### src/rtl/internal_bus_arbiter_if.sv
// Internal bus arbitration interface: per-source requests/data in, one-hot grant and muxed data out.
// The arbiter connects through the slave modport; the requesting datapath uses master.
interface internal_bus_arbiter_if #(
  parameter int REQUESTERS = 4,
  parameter int WIDTH      = 8
);
  localparam int IDW = $clog2(REQUESTERS);

  logic [REQUESTERS-1:0]       busRequest;
  logic [WIDTH*REQUESTERS-1:0] busInputs;
  logic [REQUESTERS-1:0]       busSelect;
  logic                        grantValid;
  logic [IDW-1:0]              grantId;
  logic [WIDTH-1:0]            busOutput;

  modport slave (
    input  busRequest, busInputs,
    output busSelect, grantValid, grantId, busOutput
  );

  modport master (
    output busRequest, busInputs,
    input  busSelect, grantValid, grantId, busOutput
  );
endinterface

### src/rtl/internal_bus_arbiter.sv
// Round-robin internal bus arbiter with bounded hold time and one-hot bus select.
// Optional INTERNAL_BUS_ARB_LOCK_EN adds busLock, which suppresses forced rotation.
module internal_bus_arbiter #(
  parameter int REQUESTERS = 4,
  parameter int WIDTH      = 8,
  parameter int MAX_HOLD   = 8
) (
  input logic clk,
  input logic nrst,
`ifdef INTERNAL_BUS_ARB_LOCK_EN
  input logic busLock,
`endif
  internal_bus_arbiter_if.slave bus
);
  localparam int IDW = $clog2(REQUESTERS);
  localparam int HCW = $clog2(MAX_HOLD);
  localparam logic [HCW-1:0] HOLD_LAST = HCW'(MAX_HOLD - 1);

  typedef enum logic {IDLE, OWNED} state_t;

  state_t                state_q, state_d;
  logic [REQUESTERS-1:0] sel_q, sel_d;
  logic                  vld_q, vld_d;
  logic [IDW-1:0]        id_q, id_d;
  logic [IDW-1:0]        rr_q, rr_d;
  logic [HCW-1:0]        hold_q, hold_d;

  logic [REQUESTERS-1:0] req_m;
  logic                  win_found;
  logic [IDW-1:0]        win_id;
  logic                  lock_act;

`ifdef INTERNAL_BUS_ARB_LOCK_EN
  assign lock_act = busLock & vld_q;
`else
  assign lock_act = 1'b0;
`endif

  // The owner is masked out, so one scan serves both hand-off and forced rotation.
  assign req_m = bus.busRequest & ~((state_q == OWNED) ? sel_q : '0);

  always_comb begin
    win_found = 1'b0;
    win_id    = '0;
    for (int off = 1; off <= REQUESTERS; off++) begin
      if (!win_found && req_m[(int'(rr_q) + off) % REQUESTERS]) begin
        win_found = 1'b1;
        win_id    = IDW'((int'(rr_q) + off) % REQUESTERS);
      end
    end
  end

  always_comb begin
    state_d = state_q;
    sel_d   = sel_q;
    vld_d   = vld_q;
    id_d    = id_q;
    rr_d    = rr_q;
    hold_d  = hold_q;
    case (state_q)
      IDLE: begin
        if (win_found) begin
          sel_d         = '0;
          sel_d[win_id] = 1'b1;
          id_d          = win_id;
          rr_d          = win_id;
          vld_d         = 1'b1;
          hold_d        = '0;
          state_d       = OWNED;
        end
      end
      OWNED: begin
        if (!bus.busRequest[id_q]) begin
          if (win_found) begin
            sel_d         = '0;
            sel_d[win_id] = 1'b1;
            id_d          = win_id;
            rr_d          = win_id;
            hold_d        = '0;
          end else begin
            sel_d   = '0;
            vld_d   = 1'b0;
            id_d    = '0;
            hold_d  = '0;
            state_d = IDLE;
          end
        end else if (hold_q == HOLD_LAST) begin
          if (lock_act) begin
            hold_d = HOLD_LAST;
          end else if (win_found) begin
            sel_d         = '0;
            sel_d[win_id] = 1'b1;
            id_d          = win_id;
            rr_d          = win_id;
            hold_d        = '0;
          end else begin
            hold_d = '0;
          end
        end else begin
          hold_d = hold_q + 1'b1;
        end
      end
      default: state_d = IDLE;
    endcase
  end

  always_ff @(posedge clk or negedge nrst) begin
    if (!nrst) begin
      state_q <= IDLE;
      sel_q   <= '0;
      vld_q   <= 1'b0;
      id_q    <= '0;
      rr_q    <= IDW'(REQUESTERS - 1);
      hold_q  <= '0;
    end else begin
      state_q <= state_d;
      sel_q   <= sel_d;
      vld_q   <= vld_d;
      id_q    <= id_d;
      rr_q    <= rr_d;
      hold_q  <= hold_d;
    end
  end

  // AND-OR mux: select is one-hot or zero, so the idle output is naturally zero.
  logic [REQUESTERS-1:0][WIDTH-1:0] masked;
  logic [WIDTH-1:0]                 mux_out;

  for (genvar i = 0; i < REQUESTERS; i++) begin : g_mask
    assign masked[i] = bus.busInputs[WIDTH*i +: WIDTH] & {WIDTH{sel_q[i]}};
  end

  always_comb begin
    mux_out = '0;
    for (int i = 0; i < REQUESTERS; i++) mux_out = mux_out | masked[i];
  end

  assign bus.busSelect  = sel_q;
  assign bus.grantValid = vld_q;
  assign bus.grantId    = id_q;
  assign bus.busOutput  = mux_out;
endmodule

### src/flat_wrapper.sv
// flat-port wrapper written by rule: the top's interface ports become plain ports
module internal_bus_arbiter_flat 
#(
  parameter int REQUESTERS = 4,
  parameter int WIDTH      = 8,
  parameter int MAX_HOLD   = 8
)
  (clk, nrst, bus_busRequest, bus_busInputs, bus_busSelect, bus_grantValid, bus_grantId, bus_busOutput);
  internal_bus_arbiter_if #(.REQUESTERS(REQUESTERS), .WIDTH(WIDTH)) bus_i ();
  input logic clk;
  input logic nrst;
  input wire logic [$bits(bus_i.busRequest)-1:0] bus_busRequest;
  input wire logic [$bits(bus_i.busInputs)-1:0] bus_busInputs;
  output wire logic [$bits(bus_i.busSelect)-1:0] bus_busSelect;
  output wire logic [$bits(bus_i.grantValid)-1:0] bus_grantValid;
  output wire logic [$bits(bus_i.grantId)-1:0] bus_grantId;
  output wire logic [$bits(bus_i.busOutput)-1:0] bus_busOutput;
  assign bus_i.busRequest = bus_busRequest;
  assign bus_i.busInputs = bus_busInputs;
  assign bus_busSelect = bus_i.busSelect;
  assign bus_grantValid = bus_i.grantValid;
  assign bus_grantId = bus_i.grantId;
  assign bus_busOutput = bus_i.busOutput;
  internal_bus_arbiter #(.REQUESTERS(REQUESTERS), .WIDTH(WIDTH), .MAX_HOLD(MAX_HOLD)) u_core (.clk(clk), .nrst(nrst), .bus(bus_i));
endmodule
### config.mk
export PLATFORM = sky130hd
export DESIGN_NAME = internal_bus_arbiter_flat
export DESIGN_NICKNAME = d
export VERILOG_FILES = /design/src/rtl/internal_bus_arbiter_if.sv /design/src/rtl/internal_bus_arbiter.sv /design/src/flat_wrapper.sv
export SDC_FILE = /design/constraint.sdc
export NUM_CORES = 1
export LEC_CHECK = 0
export ABC_AREA = 1
export BUFFER_PORTS_ARGS = -buffer_cell sky130_fd_sc_hd__buf_2
export CAP_MARGIN = 20
export CORE_MARGIN = 5
export CORE_UTILIZATION = 45
export DETAILED_ROUTE_END_ITERATION = 7
export PLACE_DENSITY = 0.79
export RECOVER_POWER = 25
export SLEW_MARGIN = 20
export SYNTH_ARGS = -nofsm -noshare
export SYNTH_HDL_FRONTEND = slang
export SYNTH_SLANG_ARGS = --single-unit
### constraint.sdc
create_clock -name clk -period 1.9 [get_ports clk]
set_input_delay 0.38 -clock clk [delete_from_list [all_inputs] [get_ports clk]]
set_output_delay 0.38 -clock clk [all_outputs]
set_load 0.1 [all_outputs]
==> results.json, run 1 <==
{
  "yosys.area.top_type": "nand2_1",
  "yosysWarnings": 0,
  "fp.dieH_um": 58.3,
  "cp-start-kind": "flop",
  "wire_per_inst_um": 12.3,
  "area_growth_pct": 31.2,
  "wirelength_um": 3060,
  "synth_mux_area_share_pct": 0,
  "drt_iter0_drc": 70,
  "hold_class": "input port to flop",
  "root_buffer": "clkbuf_4",
  "avgViaCountPerCell": 5.22,
  "antenna_found_initial": 0,
  "synthAdderAreaFrac_pct": 2.38,
  "grt_start_max_net_pins": 14,
  "utilization_pct": 62.3,
  "cp.required_ns": 1.52,
  "synth.avg_cell_area_um2": 6.25,
  "drive_gt1_share_pct": 33.5,
  "synth_compound_area_share_pct": 7.03,
  "ys_ff_latch": 13,
  "clk_pin_slew_worst_paths_ns": 0.09,
  "grt_pass1_vias": 1230,
  "fin_crit_sh_pct": 92.4,
  "fillerInstances": 197,
  "setup_viol": 0,
  "synth_cell_types": 17,
  "coreArea_um2": 2210,
  "cts_tree": "yes",
  "max_cap_viol_count": 0,
  "design_area_um2": 1380,
  "clk_path_buf_depth": 2,
  "synthTopCellsByArea": "nand2_1, dfrtp_1, nand3_1",
  "multi_input_area_um2": 661,
  "start_util_pct": 47.5,
  "skew_ns": 0.0112,
  "ys_seq_area_share_pct": 31.2,
  "grt_usage_pct": 18.6,
  "finalWorstSetupSlack_ns": 0.144,
  "rows": 17,
  "ctsResizeCount": 0,
  "dp_cells": 244,
  "rsz0062_at_grt": "false",
  "final_cells": 249,
  "cts_made_buffers": 3,
  "num_antenna_cells": 0,
  "cp-end-kind": "output pin",
  "clk_latency_ns": 0.29,
  "post-place-ws_ns": 0.226,
  "drtPass1Iterations": 5,
  "setup.worst_path.class": "flop to output pin",
  "drc": 0,
  "grt_pass1_wl_um": 5000,
  "postPlaceCellArea_um2": 1340,
  "cp_max_fo": 11,
  "synth_xor_area_share_pct": 0,
  "relSlewSlack_pct": 53.8,
  "synth-simple-area-share_pct": 53.5,
  "syn_area_um2": 1050,
  "ios": 53,
  "syn_inst": 168,
  "yosysTopAreaCellShare_pct": 27.9,
  "io_buffer_count": 52,
  "worstMarginPinSlew_ns": 0.693,
  "htreeDepth": 1,
  "dpl.hpwl_um": 2500,
  "synth.net_count": 208,
  "final_nets": 262,
  "die_area_um2": 3400,
  "ant_nets": 0,
  "die_w_um": 58.3,
  "synth_top_family_by_area": "simple AND/OR/NAND/NOR gates",
  "seqCellArea_um2": 345,
  "final.min_clock_period_ns": 1.76,
  "slew_viol_final": 0,
  "finalHoldViolations": 0,
  "crit_arrival_ns": 1.38,
  "rrSetupSlack_ns": 0.20,
  "grt_overflow_total": 0,
  "place.gp.congestion": 0.875,
  "status": "completed",
  "fmax_mhz": 569,
  "cts.sinks": 13,
  "via_count": 1301
}
## timing repair
action,in CTS,in global routing
buffers inserted,0,0
endpoints found under the hold margin,11,0
hold buffers,1,0
## metrics by stage
| stage | setup TNS [ns] | hold WS, ns |
|---|---|---|
| after global routing | 0 | 0.568 |
| after detailed placement | 0 | 0.277 |
| after floorplan | -1.80 | 0.0844 |
| final | 0 | 0.524 |
| after global placement | 0 | 0.275 |
| after CTS | 0 | 0.504 |
## state kept, by name (all words and copies together), names as in the netlist
name / flops
u_core.rr_q: 2
u_core.hold_q: 3
u_core.bus.grantValid: 1
u_core.state_q: 1
u_core.bus.busSelect: 4
u_core.bus.grantId: 2
## synth_stat cells (all sizes together)
library cell,number
inv,11
nand3,28
dfrtp,11
nand2,83
o21ai,8
nand4,11
ha,2
a21oi,3
dfstp,2
buf,4
nor2,5
## cells by family (layout without fill, tap and decap cells)
group	after synthesis	in the layout
compound gates	11	11
fa+ha+maj	2	2
buf+inv	15	68
simple gates	127	127
flops	13	13
## metal layers
metal  vias up  part of all wire, %  global-route usage [%]
li1        662                    -                       -
met1       551                   39                    20.6
met2        81                   43                    32.7
met3         7                   16                    6.58
met4         0                  1.4                    6.62
met5         -                    0                       0
## critical path, cell delays in order, from the launching register on
cell and delay, ns:
dfrtp_4 0.50, nand2_1 0.07, nand4_1 0.09, buf_2 0.43
## placed cells by master, fill, tap and decap left out
master / Yosys / final
o21ai_0: 3 / 3
o21ai_4: 1 / 1
dfrtp_4: 0 / 4
a21oi_1: 3 / 3
o21ai_2: 2 / 2
dlygate4sd3_1: 0 / 1
buf_2: 4 / 51
nand2_1: 78 / 78
nand3_1: 26 / 26
o21ai_1: 2 / 2
nand2_2: 5 / 5
nor2_1: 5 / 5
clkbuf_1: 0 / 2
inv_2: 2 / 2
inv_1: 9 / 9
dfrtp_2: 0 / 2
dfstp_2: 2 / 2
nand4_1: 11 / 11
dfrtp_1: 11 / 5
clkbuf_4: 0 / 3
nand3_2: 2 / 2
ha_1: 2 / 2
## final timing paths
path | to | from | cells past startpoint
min in group asynchronous | u_core.bus.grantId[1]$_DFFE_PN0N_ | nrst | 2
min | u_core.state_q$_DFF_PN0_ | bus_busRequest[0] | 5
max | bus_busOutput[3] | u_core.bus.busSelect[1]$_DFFE_PN0N_ | 3
max in group asynchronous | u_core.bus.busSelect[2]$_DFFE_PN0N_ | nrst | 2
max reg2reg | u_core.bus.grantId[1]$_DFFE_PN0N_ | u_core.rr_q[0]$_DFFE_PN1P_ | 9
min reg2reg | u_core.hold_q[0]$_DFFE_PN0P_ | u_core.hold_q[0]$_DFFE_PN0P_ | 1
## layout make-up
cell class                      count  area share, %
Inverter                           11           3.00
Multi-Input combinational cell    140           48.0
Clock buffer                        4           1.91
Sequential cell                    13           25.1
Tap cell                           28           2.54
Timing Repair Buffer               53           19.5
Power of run 1 is left out: the tool's default activity adds up to more than one toggle a clock period on the data nets, which glitch-free logic cannot reach.
==> run 2: changes to the inputs <==
Settings changed: CORE_UTILIZATION 45 to 47, CTS_BUF_LIST set to sky130_fd_sc_hd__clkbuf_4 sky130_fd_sc_hd__clkbuf_8, HOLD_SLACK_MARGIN set to 0.08, PLACE_DENSITY 0.79 to 0.82.
==> results.json, run 2 (synthesis results as in run 1) <==
{
  "grt_usage_pct": 18.5,
  "cp-start-kind": "flop",
  "finalHoldViolations": 0,
  "avgViaCountPerCell": 5.45,
  "hold_class": "flop to flop",
  "start_util_pct": 48.4,
  "num_antenna_cells": 0,
  "slew_viol_final": 0,
  "final_nets": 262,
  "coreArea_um2": 2170,
  "status": "completed",
  "crit_arrival_ns": 1.37,
  "cp.required_ns": 1.52,
  "wire_per_inst_um": 12.6,
  "clk_pin_slew_worst_paths_ns": 0.09,
  "max_cap_viol_count": 0,
  "drtPass1Iterations": 4,
  "ant_nets": 0,
  "fp.dieH_um": 57.3,
  "wirelength_um": 3130,
  "timing.rr.start": "u_core.rr_q[0]$_DFFE_PN1P_",
  "setup.worst_path.class": "flop to output pin",
  "ios": 53,
  "setup_viol": 0,
  "area_growth_pct": 31.6,
  "rsz0062_at_grt": "false",
  "hold_path.startpoint": "u_core.hold_q[2]$_DFFE_PN0P_",
  "dpl.hpwl_um": 2470,
  "utilization_pct": 63.7,
  "place.gp.congestion": 0.899,
  "cts_tree": "yes",
  "finalWorstSetupSlack_ns": 0.154,
  "grt_overflow_total": 0,
  "io_buffer_count": 52,
  "drt_iter0_drc": 100,
  "fmax_mhz": 573,
  "root_buffer": "clkbuf_4",
  "cp-startpoint": "u_core.bus.busSelect[3]$_DFFE_PN0N_",
  "relSlewSlack_pct": 52.7,
  "grt_start_max_net_pins": 14,
  "fin_crit_sh_pct": 91.9,
  "cp_max_fo": 11,
  "htreeDepth": 1,
  "cts_made_buffers": 3,
  "post-cts-setup-buffer-count": 0,
  "final.min_clock_period_ns": 1.75,
  "largest_register_ffs": 4,
  "die_w_um": 57.3,
  "dp_cells": 244,
  "cp-end-kind": "output pin",
  "post-place-ws_ns": 0.225,
  "antenna_found_initial": 0,
  "clk_latency_ns": 0.28,
  "grt_pass1_vias": 1153,
  "final_common_cell": "nand2_1",
  "skew_ns": 0.00761,
  "die_area_um2": 3280,
  "clk_path_buf_depth": 2,
  "final_cells": 249,
  "via_count": 1357,
  "drc": 0,
  "cts.sinks": 13,
  "grt_pass1_wl_um": 5010,
  "worstMarginPinSlew_ns": 0.710,
  "drive_gt1_share_pct": 33.9,
  "mostFrequentLayoutCells": "nand2_1, buf_2, nand3_1",
  "rows": 17
}
[run 2: layout make-up]
type                            instances  area, µm²
Tap cell                               28       35.0
Inverter                               11       41.3
Multi-Input combinational cell        140        661
Sequential cell                        13        345
Timing Repair Buffer                   53        269
Clock buffer                            4       30.0
Fill cell                             182        788
[run 2: final timing paths]
kind,to,slack (ns),cells after the start
setup / recovery,bus_busOutput[7],0.15,3
min in group asynchronous,u_core.bus.grantId[0]$_DFFE_PN0N_,0.66,2
setup reg to reg,u_core.hold_q[0]$_DFFE_PN0P_,0.15,8
hold reg to reg,u_core.hold_q[2]$_DFFE_PN0P_,0.52,2
hold / removal,u_core.hold_q[2]$_DFFE_PN0P_,0.52,2
max in group asynchronous,u_core.bus.busSelect[2]$_DFFE_PN0N_,0.72,2
[run 2: per-stage QoR]
stage	hold slack [ns]	cell area, µm²	TNS (ns)
global placement	0.277	1340	0
finish	0.522	1380	0
global route	0.547	1380	0
floorplan	0.0844	1090	-1.80
detailed placement	0.280	1340	0
CTS	0.512	1380	0
[run 2: layer usage]
layer	routed length [µm]	part of all wire, %	GRT usage (%)	vias to the layer above
li1	-	-	-	664
met1	1280	41	22.4	613
met2	1410	45	30.7	74
met3	396	13	6.33	6
met4	40	1.3	6.29	0
met5	0	0	0	-
[run 2: repair_timing]
item | 4_1_cts | 5_1_grt
hold buffers | 1 | 0
resized for setup | 0 | 0
endpoints found under the hold margin | 11 | 0
[run 2: worst max-delay path, cell delays in order (launching register included)]
cell	delay, ns
dfrtp_4	0.50
nand2_1	0.07
nand4_1	0.09
buf_2	0.43
Power of run 2 is left out for the same reason.
==> run 3: changes to the inputs <==
Settings changed: PLACE_DENSITY 0.82 to not set, PLACE_DENSITY_LB_ADDON set to 0.05.
==> results.json, run 3 (synthesis results as in run 1) <==
{
  "ant_nets": 0,
  "grt_pass1_vias": 1219,
  "fin_crit_sh_pct": 91.9,
  "avgViaCountPerCell": 5.17,
  "max_cap_viol_count": 0,
  "fp.dieH_um": 57.3,
  "crit_arrival_ns": 1.93,
  "antenna_found_initial": 0,
  "largest_register_ffs": 4,
  "wire_per_inst_um": 12.4,
  "start_util_pct": 48.4,
  "finalWorstSetupSlack_ns": 0.154,
  "grt_pass1_wl_um": 5300,
  "highest_layer": "met4",
  "wirelength_um": 3090,
  "htreeDepth": 1,
  "hold_class": "input port to flop",
  "num_antenna_cells": 0,
  "timing.rr.start": "u_core.rr_q[0]$_DFFE_PN1P_",
  "die_w_um": 57.3,
  "setup.worst_path.class": "flop to flop",
  "fillerInstances": 210,
  "drtPass1Iterations": 4,
  "via_count": 1287,
  "relSlewSlack_pct": 53.2,
  "grt_start_max_net_pins": 14,
  "cp_max_fo": 9,
  "hold_path.startpoint": "bus_busRequest[0]",
  "clk_pin_slew_worst_paths_ns": 0.08,
  "cts.sinks": 13,
  "cts_made_buffers": 3,
  "post-place-ws_ns": 0.190,
  "cts_tree": "yes",
  "rows": 17,
  "clk_latency_ns": 0.28,
  "cp.required_ns": 2.08,
  "dr_wl_met3_um": 202,
  "setup_viol": 0,
  "cp-end-kind": "flop",
  "die_area_um2": 3280,
  "final_nets": 262,
  "drc": 0,
  "worstReg2RegEnd": "u_core.bus.grantId[1]$_DFFE_PN0N_",
  "grt_overflow_total": 0,
  "ctsResizeCount": 0,
  "skew_ns": 0.00752,
  "fmax_mhz": 573,
  "final.min_clock_period_ns": 1.75,
  "rsz0062_at_grt": "false",
  "status": "completed",
  "drt_iter0_drc": 93,
  "hold_end": "u_core.state_q$_DFF_PN0_",
  "grt_usage_pct": 19.9,
  "cp-start-kind": "flop",
  "worstMarginPinSlew_ns": 0.702,
  "ios": 53,
  "r2r_cells": 9,
  "clk_path_buf_depth": 2,
  "place.gp.congestion": 0.865,
  "root_buffer": "clkbuf_4",
  "io_buffer_count": 52,
  "finalHoldViolations": 0,
  "area_growth_pct": 31.6,
  "wl_met1_um": 1260,
  "hold_depth": 5,
  "wl_met2_um": 1570,
  "drive_gt1_share_pct": 33.9,
  "mostFrequentLayoutCells": "nand2_1, buf_2, nand3_1",
  "dpl.hpwl_um": 2520,
  "rrSetupSlack_ns": 0.15,
  "coreArea_um2": 2170,
  "final_common_cell": "nand2_1",
  "slew_viol_final": 0
}
-- run 3: cell counts in the layout (fill, tap and decap cells not counted) --
No cell type changed its count.
-- run 3: worst max-delay path by stage --
stage                                              startpoint                                  end  slack [ns]  depth (start not counted)
final                              u_core.rr_q[0]$_DFFE_PN1P_    u_core.bus.grantId[1]$_DFFE_PN0N_        0.15                          9
after global routing               u_core.rr_q[0]$_DFFE_PN1P_         u_core.hold_q[2]$_DFFE_PN0P_        0.01                          8
after CTS                 u_core.bus.busSelect[1]$_DFFE_PN0N_                     bus_busOutput[3]        0.15                          3
after detailed placement           u_core.rr_q[0]$_DFFE_PN1P_    u_core.bus.grantId[1]$_DFFE_PN0N_        0.19                          9
after global placement             u_core.rr_q[1]$_DFFE_PN1P_  u_core.bus.busSelect[3]$_DFFE_PN0N_        0.21                          9
after floorplan           u_core.bus.busSelect[2]$_DFFE_PN0N_                     bus_busOutput[0]       -0.23                          3
-- run 3: critical path, cell delays in order (launching register included) --
cell     delay, ns
dfstp_2       0.59
inv_2         0.09
nand3_1       0.14
nand3_1       0.10
nand2_2       0.12
nand3_2       0.11
o21ai_4       0.23
inv_2         0.09
nand2_1       0.10
o21ai_2       0.06
-- run 3: layout make-up --
class                           instances  area, µm²  share of cell area, %
Sequential cell                        13        345                   25.0
Multi-Input combinational cell        140        661                   47.8
Tap cell                               28       35.0                   2.54
Clock buffer                            4       30.0                   2.17
Timing Repair Buffer                   53        269                   19.5
Inverter                               11       41.3                   2.99
-- run 3: through the flow --
stage	hold WS [ns]	util, %	TNS [ns]	instance area, µm²	cells
final	0.492	63.7	0	1380	249
after global routing	0.532	63.7	0	1380	249
after CTS	0.499	63.7	0	1380	249
after detailed placement	0.285	61.9	0	1340	244
after global placement	0.274	61.9	0	1340	244
after floorplan	0.0844	-	-1.80	1090	168
-- run 3: layer usage --
metal / up-vias / global-route usage, %
li1: 661 / -
met2: 40 / 35.6
met3: 7 / 2.94
met5: - / 0
met1: 579 / 24.2
met4: 0 / 6.95
-- run 3: repair_timing --
action,in CTS,in global routing
endpoints found under the setup margin,0,0
setup buffers,0,0
hold buffers,1,0
hold endpoints to repair,11,0
Power of run 3 is left out for the same reason.
